--- config.mk ---
export PLATFORM = sky130hd
export DESIGN_NAME = adder_module
export DESIGN_NICKNAME = d
export VERILOG_FILES = /design/src/rtl/adder_module.sv
export SDC_FILE = /design/constraint.sdc
export NUM_CORES = 1
export LEC_CHECK = 0
export BUFFER_PORTS_ARGS = -buffer_cell sky130_fd_sc_hd__buf_4
export CAP_MARGIN = 5
export CORE_MARGIN = 5
export CORE_UTILIZATION = 41
export CTS_CLUSTER_DIAMETER = 50
export DETAILED_ROUTE_END_ITERATION = 8
export HOLD_SLACK_MARGIN = 0.02
export PLACE_DENSITY_LB_ADDON = 0.08
export SYNTH_ARGS = -nofsm -noshare
export SYNTH_HDL_FRONTEND = slang
export SYNTH_SLANG_ARGS = --single-unit
export TNS_END_PERCENT = 20
--- constraint.sdc ---
create_clock -name CLK -period 2.8 [get_ports CLK]
set_input_delay 0.28 -clock CLK [delete_from_list [all_inputs] [get_ports CLK]]
set_output_delay 0.28 -clock CLK [all_outputs]
set_load 0.05 [all_outputs]
--- src/rtl/adder_module.sv ---
// Multi-cycle 15-bit adder: three 5-bit slices over S0..S2, one operation per 4 cycles.
// Optional macro ADDER_SAT_EN clamps SUM to 0x7FFF whenever the final carry is set.
module adder_module (
    input  logic        CLK,
    input  logic        RST,
    input  logic        DE,
    input  logic [14:0] X,
    input  logic [14:0] Y,
    input  logic        Cin,
    output logic        OE,
    output logic [14:0] SUM,
    output logic        Cout,
    output logic        BUSY
);

    typedef enum logic [1:0] {
        IDLE = 2'd0,
        S0   = 2'd1,
        S1   = 2'd2,
        S2   = 2'd3
    } state_t;

    state_t      state_r, state_next_s;
    logic [14:0] x_r, x_next_s;
    logic [14:0] y_r, y_next_s;
    logic        cin_r, cin_next_s;
    logic        carry_r, carry_next_s;
    logic [9:0]  psum_r, psum_next_s;
    logic [14:0] sum_next_s;
    logic        cout_next_s;
    logic        oe_next_s;
    logic        busy_next_s;
    logic [5:0]  slice_s;
    logic [14:0] full_s;

    // 5-bit slice add; bit 5 of the result is the slice carry-out
    function automatic logic [5:0] slice_add(input logic [4:0] a,
                                             input logic [4:0] b,
                                             input logic       c);
        return {1'b0, a} + {1'b0, b} + {5'd0, c};
    endfunction

    // Next-state and next-register values; every register holds unless its state updates it
    always_comb begin
        state_next_s = state_r;
        x_next_s     = x_r;
        y_next_s     = y_r;
        cin_next_s   = cin_r;
        carry_next_s = carry_r;
        psum_next_s  = psum_r;
        sum_next_s   = SUM;
        cout_next_s  = Cout;
        oe_next_s    = 1'b0;
        busy_next_s  = BUSY;
        slice_s      = 6'd0;
        full_s       = 15'd0;
        case (state_r)
            IDLE: begin
                if (DE) begin
                    x_next_s     = X;
                    y_next_s     = Y;
                    cin_next_s   = Cin;
                    busy_next_s  = 1'b1;
                    state_next_s = S0;
                end else begin
                    state_next_s = IDLE;
                end
            end
            S0: begin
                slice_s           = slice_add(x_r[4:0], y_r[4:0], cin_r);
                psum_next_s[4:0]  = slice_s[4:0];
                carry_next_s      = slice_s[5];
                state_next_s      = S1;
            end
            S1: begin
                slice_s           = slice_add(x_r[9:5], y_r[9:5], carry_r);
                psum_next_s[9:5]  = slice_s[4:0];
                carry_next_s      = slice_s[5];
                state_next_s      = S2;
            end
            S2: begin
                slice_s      = slice_add(x_r[14:10], y_r[14:10], carry_r);
                full_s       = {slice_s[4:0], psum_r};
                carry_next_s = slice_s[5];
                cout_next_s  = slice_s[5];
`ifdef ADDER_SAT_EN
                sum_next_s   = slice_s[5] ? 15'h7FFF : full_s;
`else
                sum_next_s   = full_s;
`endif
                oe_next_s    = 1'b1;
                busy_next_s  = 1'b0;
                state_next_s = IDLE;
            end
            default: begin
                busy_next_s  = 1'b0;
                state_next_s = IDLE;
            end
        endcase
    end

    // State, operand, slice and output registers; RST overrides any operation in flight
    always_ff @(posedge CLK) begin
        if (RST) begin
            state_r <= IDLE;
            x_r     <= 15'd0;
            y_r     <= 15'd0;
            cin_r   <= 1'b0;
            carry_r <= 1'b0;
            psum_r  <= 10'd0;
            SUM     <= 15'd0;
            Cout    <= 1'b0;
            OE      <= 1'b0;
            BUSY    <= 1'b0;
        end else begin
            state_r <= state_next_s;
            x_r     <= x_next_s;
            y_r     <= y_next_s;
            cin_r   <= cin_next_s;
            carry_r <= carry_next_s;
            psum_r  <= psum_next_s;
            SUM     <= sum_next_s;
            Cout    <= cout_next_s;
            OE      <= oe_next_s;
            BUSY    <= busy_next_s;
        end
    end

endmodule
# == After elaboration in Yosys (flattened, before gate mapping) ==
# Index checks and enable logic that the tools add are counted.
# word_totals
regBits,62
in_bits,34
word_cells,32
# classes
add_sub_neg,6
eq_ne,4
n_mux,6
n_reduce_logical,5
# ops
op,n
5-bit by 5-bit adder with 6-bit output,3
6-bit by 1-bit adder with 6-bit output,3
2-bit one-hot mux with 4 select lines,1
"2-bit equality test, second input constant",2
2-bit AND reduction,2
1-bit two-way mux,3
1-bit one-hot mux with 3 select lines,1
3-bit nonzero test,1
"2-bit by 1-bit equality test with 1-bit output, second input constant",1
2-bit zero test,1
"2-bit inequality test, second input constant",1
1-bit one-hot mux with 2 select lines,1
2-bit nonzero test,1

# == Longest topological paths before layout ==
# Gate-level depths: netlist (run 1).
# logic_depth
word_depth,3
mapped_depth,7
ltp_nobuf,7

# == Worst setup path before layout (run 1) ==
# OpenSTA, ideal clock, no wires.
# synth_timing
kind,register -> register
start,reg x_r[10]
end,reg SUM[14]
t_arrival_ns,1.736
required_time_ns,2.704
slack_ns,0.968
stages_incl_launch_ff,8
synth_period_minus_slack_ns,1.832
path_cell_list,dfxtp_1 > inv_1 > fa_1 > fa_1 > nor2b_1 > o21a_1 > nor3_1 > o41ai_2
# synth_via
elab_chain_len,2
# synth_rtl
element,line_no,source
from (decl),24,"logic [14:0] x_r, x_next_s;"
from (signal assigned),117,x_r <= x_next_s;
5-bit by 5-bit adder with 6-bit output,40,"return {1'b0, a} + {1'b0, b} + {5'd0, c};"
6-bit by 1-bit adder with 6-bit output,40,
to (signal assigned),122,SUM <= sum_next_s;
to (decl),11,"output logic [14:0] SUM,"
# Every way passes these cells.
# A chain may end at the register's enable or synchronous reset.

# == Worst setup path in the final report (run 1) ==
# Same ends and word-level chain as after synthesis.

==> out/metrics.cfg, run 1 <==
[status]
status = finished clean

[cts]
clk_path_buf_depth = 2
numCtsBuffers = 9
cts_resized = 0
holdBufCountCts = 0
clk_pin_slew_ns = 0.07
cts_tree = yes
cts_sinks = 62
clock_latency_ns = 0.34
htree_levels = 3
postCtsSetupBuffers = 0
cts_root_buffer = clkbuf_8

[placed_design]
port_buffers = 51
gp_congestion = 0.729
place_hpwl_mm = 4.53
dpl_cell_area_um2 = 3210

[pwr]
p_leak_nw = 1.44
cellPowerDensity_nw_per_um2 = 617
seq_power_share_pct = 46.4
power.total_w = 0.00210
clkPwrFrac_pct = 38.2
internal_power_w = 0.00153
swShare_pct = 27.1
comb_power_share_pct = 15.4
peakVddDrop_mv = 0.232
switchingPower_w = 0.000570

[hold_path]
min_from = X[7]
min_path_type = in -> reg

[die]
boundaryPins = 52
die_w_um = 92.3
core_area_um2 = 6680
std_cell_rows = 30
dieArea_um2 = 8520
dieHeight_um = 92.3
start_util_pct = 41.6

[run]
maxCapViolCount = 0

[drt]
drtIter0Drc = 76
drt-total-wl_mm = 6.22
dr.max_layer_used = met4
m1WireLength_mm = 3.23
vias_per_cell = 4.97
ant_nets = 0
met3WireLength_um = 344
avgRoutedWirePerCell_um = 13.7
vias = 2252
met2WireLength_mm = 2.55
drt_first_pass_iters = 4
drcViolationCount = 0

[global_route]
overflow = 0
grt_pass1_wl_mm = 10.8
grt_usage_pct = 16.2
grt_antenna_before_repair = 0
grt_max_degree = 38
grt_pass1_vias = 2178

[timing]
relSlewSlack_pct = 52.9
setup_viol = 0
rsz0062_at_grt = no
slew_viol_final = 0
max_freq_mhz = 519
final_hold_viol_count = 0
tns_ns = 0
min_period_over_period_pct = 68.8
worstMarginPinSlew_ns = 0.707
min_period_ns = 1.93
clock_skew_ns = 0.00486

[yosys]
ys.flop_type = dfxtp_1
ys_ff_latch = 62
ys_warn_count = 0
syn_area_per_cell_um2 = 8.71
synthArstFlopShare_pct = 0
synth_area_um2 = 2780
synth-edff-count = 0
synth_nets = 375
ys_seq_area_share_pct = 44.7
ys_types = 28
syn_inst = 319

[critical_path]
crit_fanout = 2
crit_path_start_kind = flip-flop
arrival_ns = 2.18
r2r_start = x_r[10]
cp-startpoint = x_r[10]
endpoint_kind = flip-flop
cp.required_ns = 3.05
path_class = reg -> reg

[cells_and_area]
drive_gt1_share_pct = 19.8
insertedDiodeCount = 0
nNetsFinal = 424
syn2layout_area_growth_pct = 22.8
final_area_um2 = 3410

[power groups by stage]
stage	clock network [W]	logic [W]	registers, W
after floorplan	0	0.000212	0.00100
after CTS	0.000824	0.000328	0.000976
after global routing	0.000865	0.000372	0.000983
after detailed placement	0	0.000327	0.000996
final	0.000804	0.000324	0.000976
after global placement	0	0.000322	0.000994
[registers in the layout (all words and copies together) (netlist names)]
| register | count |
|---|---|
| BUSY | 1 |
| Cout | 1 |
| OE | 1 |
| SUM | 15 |
| carry_r | 1 |
| cin_r | 1 |
| psum_r | 10 |
| state_r | 2 |
| x_r | 15 |
| y_r | 15 |
[logic make-up (layout without fill, tap and decap cells)]
group / Yosys count / after routing / share of synthesized area [%]
buffers and inverters: 35 / 89 / 5.36
AO/OA/AOI/OAI: 73 / 73 / 17.2
adder cells (fa/ha/maj): 22 / 22 / 11.5
multiplexers: 12 / 12 / 4.32
flip-flops: 62 / 62 / 44.7
AND/OR/NAND/NOR: 115 / 115 / 16.9
[layout by cell type (no fill, tap or decap), drive strengths merged, types with 3 or more instances in the layout]
cell type | netlist | routed
buf | 7 | 55
o21a | 8 | 8
o41ai | 3 | 3
o211ai | 4 | 4
a21oi | 40 | 40
nor2b | 8 | 8
nand3 | 5 | 5
inv | 18 | 18
fa | 6 | 6
nand2 | 69 | 69
ha | 16 | 16
nor3 | 6 | 6
o21ai | 3 | 3
a21o | 4 | 4
dfxtp | 62 | 62
a211o | 4 | 4
nor2 | 25 | 25
mux2i | 12 | 12
a211oi | 4 | 4
clkbuf | 9 | 13
[cell usage after synthesis (2+ instances only)]
master | count | area [um^2]
fa_1 | 6 | 120
o211ai_1 | 4 | 30.0
o21ai_0 | 3 | 15.0
a21o_1 | 4 | 30.0
inv_1 | 16 | 60.1
nand3_1 | 5 | 25.0
nor2_1 | 25 | 93.8
nor2b_1 | 8 | 50.1
ha_1 | 16 | 200
a211o_1 | 4 | 35.0
a211oi_1 | 4 | 30.0
o21a_1 | 8 | 60.1
buf_2 | 7 | 35.0
nor3_1 | 6 | 30.0
clkbuf_1 | 9 | 33.8
o41ai_2 | 2 | 32.5
dfxtp_1 | 62 | 1240
a21oi_1 | 40 | 200
inv_2 | 2 | 7.51
mux2i_1 | 12 | 120
nand2_1 | 69 | 259
[critical path: stages, from the launching register on]
cell and delay (ns):
dfxtp_1 0.33, inv_1 0.06, fa_1 0.46, fa_1 0.39
nor2b_1 0.16, o21a_1 0.14, nor3_1 0.05, o41ai_2 0.25
[stage by stage]
stage	setup WS, ns	std cells	hold slack, ns	util [%]
floorplan	0.968	319	0.416	-
global placement	0.918	437	0.447	48.0
detailed placement	0.874	437	0.452	48.0
CTS	0.855	453	0.168	51.0
global route	0.765	453	0.173	51.0
finish	0.873	453	0.178	51.0
[layer usage]
metal  vias up  global-route usage, %
li1       1170                      -
met1      1027                   23.4
met2        47                   22.2
met3         8                   4.79
met4         0                   7.05
met5         -                      0
[final timing paths]
| check | endpoint | slack (ns) | cells after the start |
|---|---|---|---|
| max | SUM[14] | 0.87 | 7 |
| min | x_r[7] | 0.18 | 3 |
| max reg2reg | SUM[14] | 0.87 | 7 |
| min reg2reg | y_r[10] | 0.46 | 2 |
[cell type report]
cell class / count / area (um^2)
Clock buffer: 13 / 159
Clock inverter: 3 / 42.5
Fill cell: 671 / 3270
Inverter: 18 / 67.6
Multi-Input combinational cell: 222 / 1390
Sequential cell: 62 / 1240
Tap cell: 80 / 100
Timing Repair Buffer: 55 / 413
No activity file was read; power rests on OpenSTA's default activity.
==> run 2: changes to the inputs <==
--- a/config.mk
+++ b/config.mk
@@ -5,6 +5,7 @@
 export SDC_FILE = /design/constraint.sdc
 export NUM_CORES = 1
 export LEC_CHECK = 0
+export ABC_AREA = 1
 export BUFFER_PORTS_ARGS = -buffer_cell sky130_fd_sc_hd__buf_4
 export CAP_MARGIN = 5
 export CORE_MARGIN = 5
==> constraint.sdc (replaced) <==
create_clock -name CLK -period 1.7 [get_ports CLK]
set_input_delay 0.17 -clock CLK [delete_from_list [all_inputs] [get_ports CLK]]
set_output_delay 0.17 -clock CLK [all_outputs]
set_load 0.05 [all_outputs]
==> out/metrics.cfg, run 2 <==
[status]
status = finished clean

[timing]
min_period_ns = 1.69
rsz0062_at_grt = yes
tns_ns = 0
slew_viol_final = 0
worstMarginPinSlew_ns = 0.315
relSlewSlack_pct = 79.0
max_freq_mhz = 592
setup_viol = 0
clock_skew_ns = 0.00274
final_hold_viol_count = 0
min_period_over_period_pct = 99.3
fin_hold_ws_ns = 0.0762

[cells_and_area]
insertedDiodeCount = 0
drive_gt1_share_pct = 20.9
syn2layout_area_growth_pct = 23.6
stdcell_count = 487
final_util_pct = 51.1
final_common_cell = nor2_1
nNetsFinal = 461
top_regs = SUM x15, x_r x15, y_r x15
final_cell_mix = 86 x nor2_1, 61 x dfxtp_1, 58 x buf_4

[critical_path]
cp_num_buf_inv = 1
crit_fanout = 2
critPathMaxStageDelay_ns = 0.39
cp.required_ns = 1.96
crit_path_start_kind = flip-flop
path_cells = inv_2 -> fa_2 -> fa_2 -> nand3b_1 -> a21o_1 -> a31oi_1
ff2ff_path_depth = 6
slowest_stage = fa_2
r2r_setup_slack_ns = 0.01
path_class = reg -> reg
arrival_ns = 1.95
crit_family = adder cells
endpoint_kind = flip-flop
cpMostUsedCell = fa_2
worst_r2r_endpoint = SUM[14]
r2r_start = carry_r

[drt]
vias_per_cell = 4.61
drt-total-wl_mm = 5.86
drtIter0Drc = 61
drcViolationCount = 0
vias = 2244
ant_nets = 0
drt_first_pass_iters = 4
avgRoutedWirePerCell_um = 12.0

[global_route]
overflow = 0
grt_pass1_wl_mm = 10.1
grt_pass1_vias = 2142
grt_antenna_before_repair = 0
grt_usage_pct = 15.2
grt_max_degree = 40

[yosys]
yosys-top-cells-area = dfxtp_1 45%, nor2_1 12%, ha_1 7.2%, o21ai_0 7.2%, inv_1 4.6%
ys_top_cells_by_count = 86 x nor2_1, 62 x dfxtp_1, 40 x o21ai_0
ys_ff_latch = 62
syn_inst = 349
synth_most_common_cell = nor2_1
ys_seq_area_share_pct = 44.9
synth_area_leader_cell = dfxtp_1
synth-edff-count = 0
synthArstFlopShare_pct = 0
ys_warn_count = 0
yosysTopAreaCellShare_pct = 44.9
syn_area_per_cell_um2 = 7.92
synth_nets = 405
ys.flop_type = dfxtp_1
synth_area_um2 = 2760
ys_types = 25

[cts]
numCtsBuffers = 9
clk_path_buf_depth = 2
clock_latency_ns = 0.33
cts_sinks = 62
clk_pin_slew_ns = 0.06
holdBufCountCts = 0
cts_tree = yes
htree_levels = 3
cts_root_buffer = clkbuf_8

[hold_path]
hold_path_end = y_r[7]
min_from = Y[7]
min_path_cells = 3
min_path_type = in -> reg

[die]
dieHeight_um = 92.1
die_w_um = 92.1
dieArea_um2 = 8480
start_util_pct = 41.3
core_area_um2 = 6680
std_cell_rows = 30
boundaryPins = 52

[pwr]
cellPowerDensity_nw_per_um2 = 1380
peakVddDrop_mv = 0.428
power.total_w = 0.00471
p_leak_nw = 1.64

[placed_design]
dp_cells = 473
gp_congestion = 0.795
place_hpwl_mm = 4.40
port_buffers = 51

[run]
maxCapViolCount = 0

## run 2: tightest hold or removal path: stages
cell     delay (ns)
buf_4          0.07
o21ai_1        0.06
nor2_1         0.07
## run 2: cell type report
cell class / instances / area (um^2)
Clock inverter: 3 / 15.0
Inverter: 38 / 143
Sequential cell: 62 / 1240
Multi-Input combinational cell: 234 / 1310
Clock buffer: 10 / 128
Timing Repair Buffer: 60 / 475
Fill cell: 677 / 3270
Tap cell: 80 / 100
## run 2: timing repair
action / CTS / global route
setup buffers: 1 / 0
endpoints found under the setup margin: 2 / 4
pin swaps: 1 / 0
resized for setup: 3 / 2
## run 2: where the power goes
group          leakage [nW]  internal, W  switching, W  total, W
logic                  1.05     0.000678       0.00106   0.00174
clock network        0.0776     0.000496      0.000520   0.00102
registers             0.510      0.00178      0.000179   0.00196
## run 2: worst max-delay path by stage
stage | from | endpoint | slack (ns) | depth (start not counted)
final | carry_r | SUM[14] | 0.01 | 6
after global routing | carry_r | SUM[14] | -0.12 | 6
after CTS | carry_r | SUM[14] | -0.003 | 6
after detailed placement | x_r[10] | SUM[14] | -0.07 | 6
after global placement | x_r[10] | SUM[14] | 0.02 | 6
after floorplan | x_r[10] | SUM[14] | 0.04 | 6
## run 2: routing by layer
layer  GRT usage [%]  vias to the layer above  wire [um]
met5               0                        -          0
met4            8.91                        0        125
met3            3.28                       11        255
met2            21.8                       49       2450
met1            20.7                      954       3030
li1                -                     1230          -
## run 2: per-stage QoR
stage          cell area (um^2)  setup WS, ns
2_1_floorplan              2770        0.0417
3_3_place_gp               3250        0.0152
3_5_place_dp               3250       -0.0680
4_1_cts                    3410      -0.00308
5_1_grt                    3410        -0.119
6_report                   3410        0.0111
## run 2: cell families (layout without fill, tap and decap cells)
family	count (synthesis)	count (layout)	synth area share, %
adder cells (fa/ha/maj)	22	22	11.6
XOR/XNOR	8	8	2.54
AO/OA/AOI/OAI	88	88	16.5
flip-flops	62	62	44.9
AND/OR/NAND/NOR	116	116	16.4
buffers and inverters	53	111	8.02
==> run 3: changes to the inputs <==
--- a/config.mk
+++ b/config.mk
@@ -6,13 +6,13 @@
 export NUM_CORES = 1
 export LEC_CHECK = 0
 export ABC_AREA = 1
-export BUFFER_PORTS_ARGS = -buffer_cell sky130_fd_sc_hd__buf_4
 export CAP_MARGIN = 5
 export CORE_MARGIN = 5
-export CORE_UTILIZATION = 41
+export CORE_UTILIZATION = 45
 export CTS_CLUSTER_DIAMETER = 50
 export DETAILED_ROUTE_END_ITERATION = 8
-export HOLD_SLACK_MARGIN = 0.02
+export DONT_BUFFER_PORTS = 1
+export HOLD_SLACK_MARGIN = 0.1
 export PLACE_DENSITY_LB_ADDON = 0.08
 export SYNTH_ARGS = -nofsm -noshare
 export SYNTH_HDL_FRONTEND = slang
==> out/metrics.cfg, run 3 (synthesized netlist as in run 2, its figures left out) <==
[die]
boundaryPins = 52
die_w_um = 88.4
dieHeight_um = 88.4
start_util_pct = 46.4
core_area_um2 = 5960
std_cell_rows = 28
dieArea_um2 = 7810

[timing]
final_hold_viol_count = 0
setup_viol = 0
clock_skew_ns = 0.00515
min_period_ns = 1.65
fin_hold_ws_ns = 0.194
relSlewSlack_pct = 65.7
max_freq_mhz = 605
worstMarginPinSlew_ns = 0.513
rsz0062_at_grt = yes
tns_ns = 0
finalWorstSetupSlack_ns = 0.0466
slew_viol_final = 0
min_period_over_period_pct = 97.3

[placed_design]
dp_cells = 430
place_ws_ns = -0.0209
place_hpwl_mm = 4.07
gp_congestion = 0.832
dpl_cell_area_um2 = 2950
port_buffers = 0

[cells_and_area]
insertedDiodeCount = 0
top_regs = SUM x15, x_r x15, y_r x15
final_common_cell = nor2_1
final_cell_mix = 86 x nor2_1, 61 x dfxtp_1, 40 x o21ai_0
syn2layout_area_growth_pct = 26.0
final_area_um2 = 3480
stdcell_count = 478
nNetsFinal = 456
drive_gt1_share_pct = 11.2

[critical_path]
critPathMaxStageDelay_ns = 0.39
endpoint_kind = flip-flop
path_class = reg -> reg
cp.required_ns = 1.95
path_cells = inv_2 -> fa_2 -> fa_2 -> nand3b_1 -> a21o_1 -> a31oi_1
cpMostUsedCell = fa_2
ff2ff_path_depth = 6
crit_path_start_kind = flip-flop
crit_fanout = 2
slowest_stage = fa_2
arrival_ns = 1.91

[cts]
htree_levels = 3
clock_latency_ns = 0.32
cts_root_buffer = clkbuf_8
cts_sinks = 62
cts_tree = yes
numCtsBuffers = 9
clk_pin_slew_ns = 0.06
clk_path_buf_depth = 2

[global_route]
grt_usage_pct = 16.3
grt_pass1_wl_mm = 9.78
grt_pass1_vias = 2095
grt_antenna_before_repair = 0
grt_max_degree = 29
overflow = 0

[run]
maxCapViolCount = 0

[drt]
drt-total-wl_mm = 5.76
drtIter0Drc = 62
vias_per_cell = 4.76
avgRoutedWirePerCell_um = 12.0
vias = 2274
ant_nets = 0
drcViolationCount = 0
drt_first_pass_iters = 4

[pwr]
p_leak_nw = 1.61
cellPowerDensity_nw_per_um2 = 1410
peakVddDrop_mv = 0.645

[hold_path]
min_path_cells = 3
min_path_type = in -> reg

[status]
status = finished clean

run 3: changes by cell type in the layout (fill, tap and decap cells not counted):
| cell | delta |
|---|---|
| fa_1 | +2 |
| clkinv_2 | -3 |
| fa_2 | -2 |
| buf_12 | -1 |
| clkbuf_1 | +1 |
| bufinv_16 | +1 |
| dlygate4sd3_1 | +33 |
| buf_4 | -37 |
| clkbuf_8 | +2 |
run 3: critical path: cells and delay by family, from the launching register on:
family,cells,cell delay (ns)
buf+inv,1,0.04
compound gates,2,0.30
fa+ha+maj,2,0.73
simple gates,1,0.18
flops,1,0.33
run 3: cell type report:
cell class	instances	area, um^2
clock inverters	1	30.0
well taps	75	93.8
fillers	581	2470
repair buffers	55	508
inverters	38	143
flip-flops and latches	62	1240
multi-input cells	234	1310
clock buffers	13	159
run 3: repair_timing:
action,4_1_cts,5_1_grt
buffers inserted,0,1
pin swaps,0,1
setup endpoints to repair,1,3
hold buffers,33,0
resized for setup,1,2
gates cloned,0,0
endpoints found under the hold margin,43,0
run 3: metal layers:
metal  GRT usage, %  routed length (um)  vias up  part of all wire, %
met3           3.54                 296        9                  5.1
met5              0                   0        -                    0
met2           23.5                2450       51                   43
li1               -                   -     1223                    -
met1           23.1                2940      991                   51
met4           7.42                  78        0                  1.4
run 3: per-stage QoR:
stage / utilization [%] / power, W
2_1_floorplan: - / 0.00323
3_3_place_gp: 49.5 / 0.00359
3_5_place_dp: 49.5 / 0.00361
4_1_cts: 58.3 / 0.00496
5_1_grt: 58.4 / 0.00529
6_report: 58.4 / 0.00491
run 3: worst paths after layout:
path	start	end	slack [ns]
worst max-delay path	carry_r	SUM[14]	0.05
worst min-delay path	RST	SUM[8]	0.19
worst max register to register	carry_r	SUM[14]	0.05
worst min register to register	psum_r[4]	SUM[4]	0.46
run 3: power by group:
group,internal (W),switching (W),total (W)
registers,0.00178,0.000212,0.00199
clock network,0.000743,0.000505,0.00125
logic,0.000650,0.00102,0.00167
total,0.00317,0.00174,0.00491
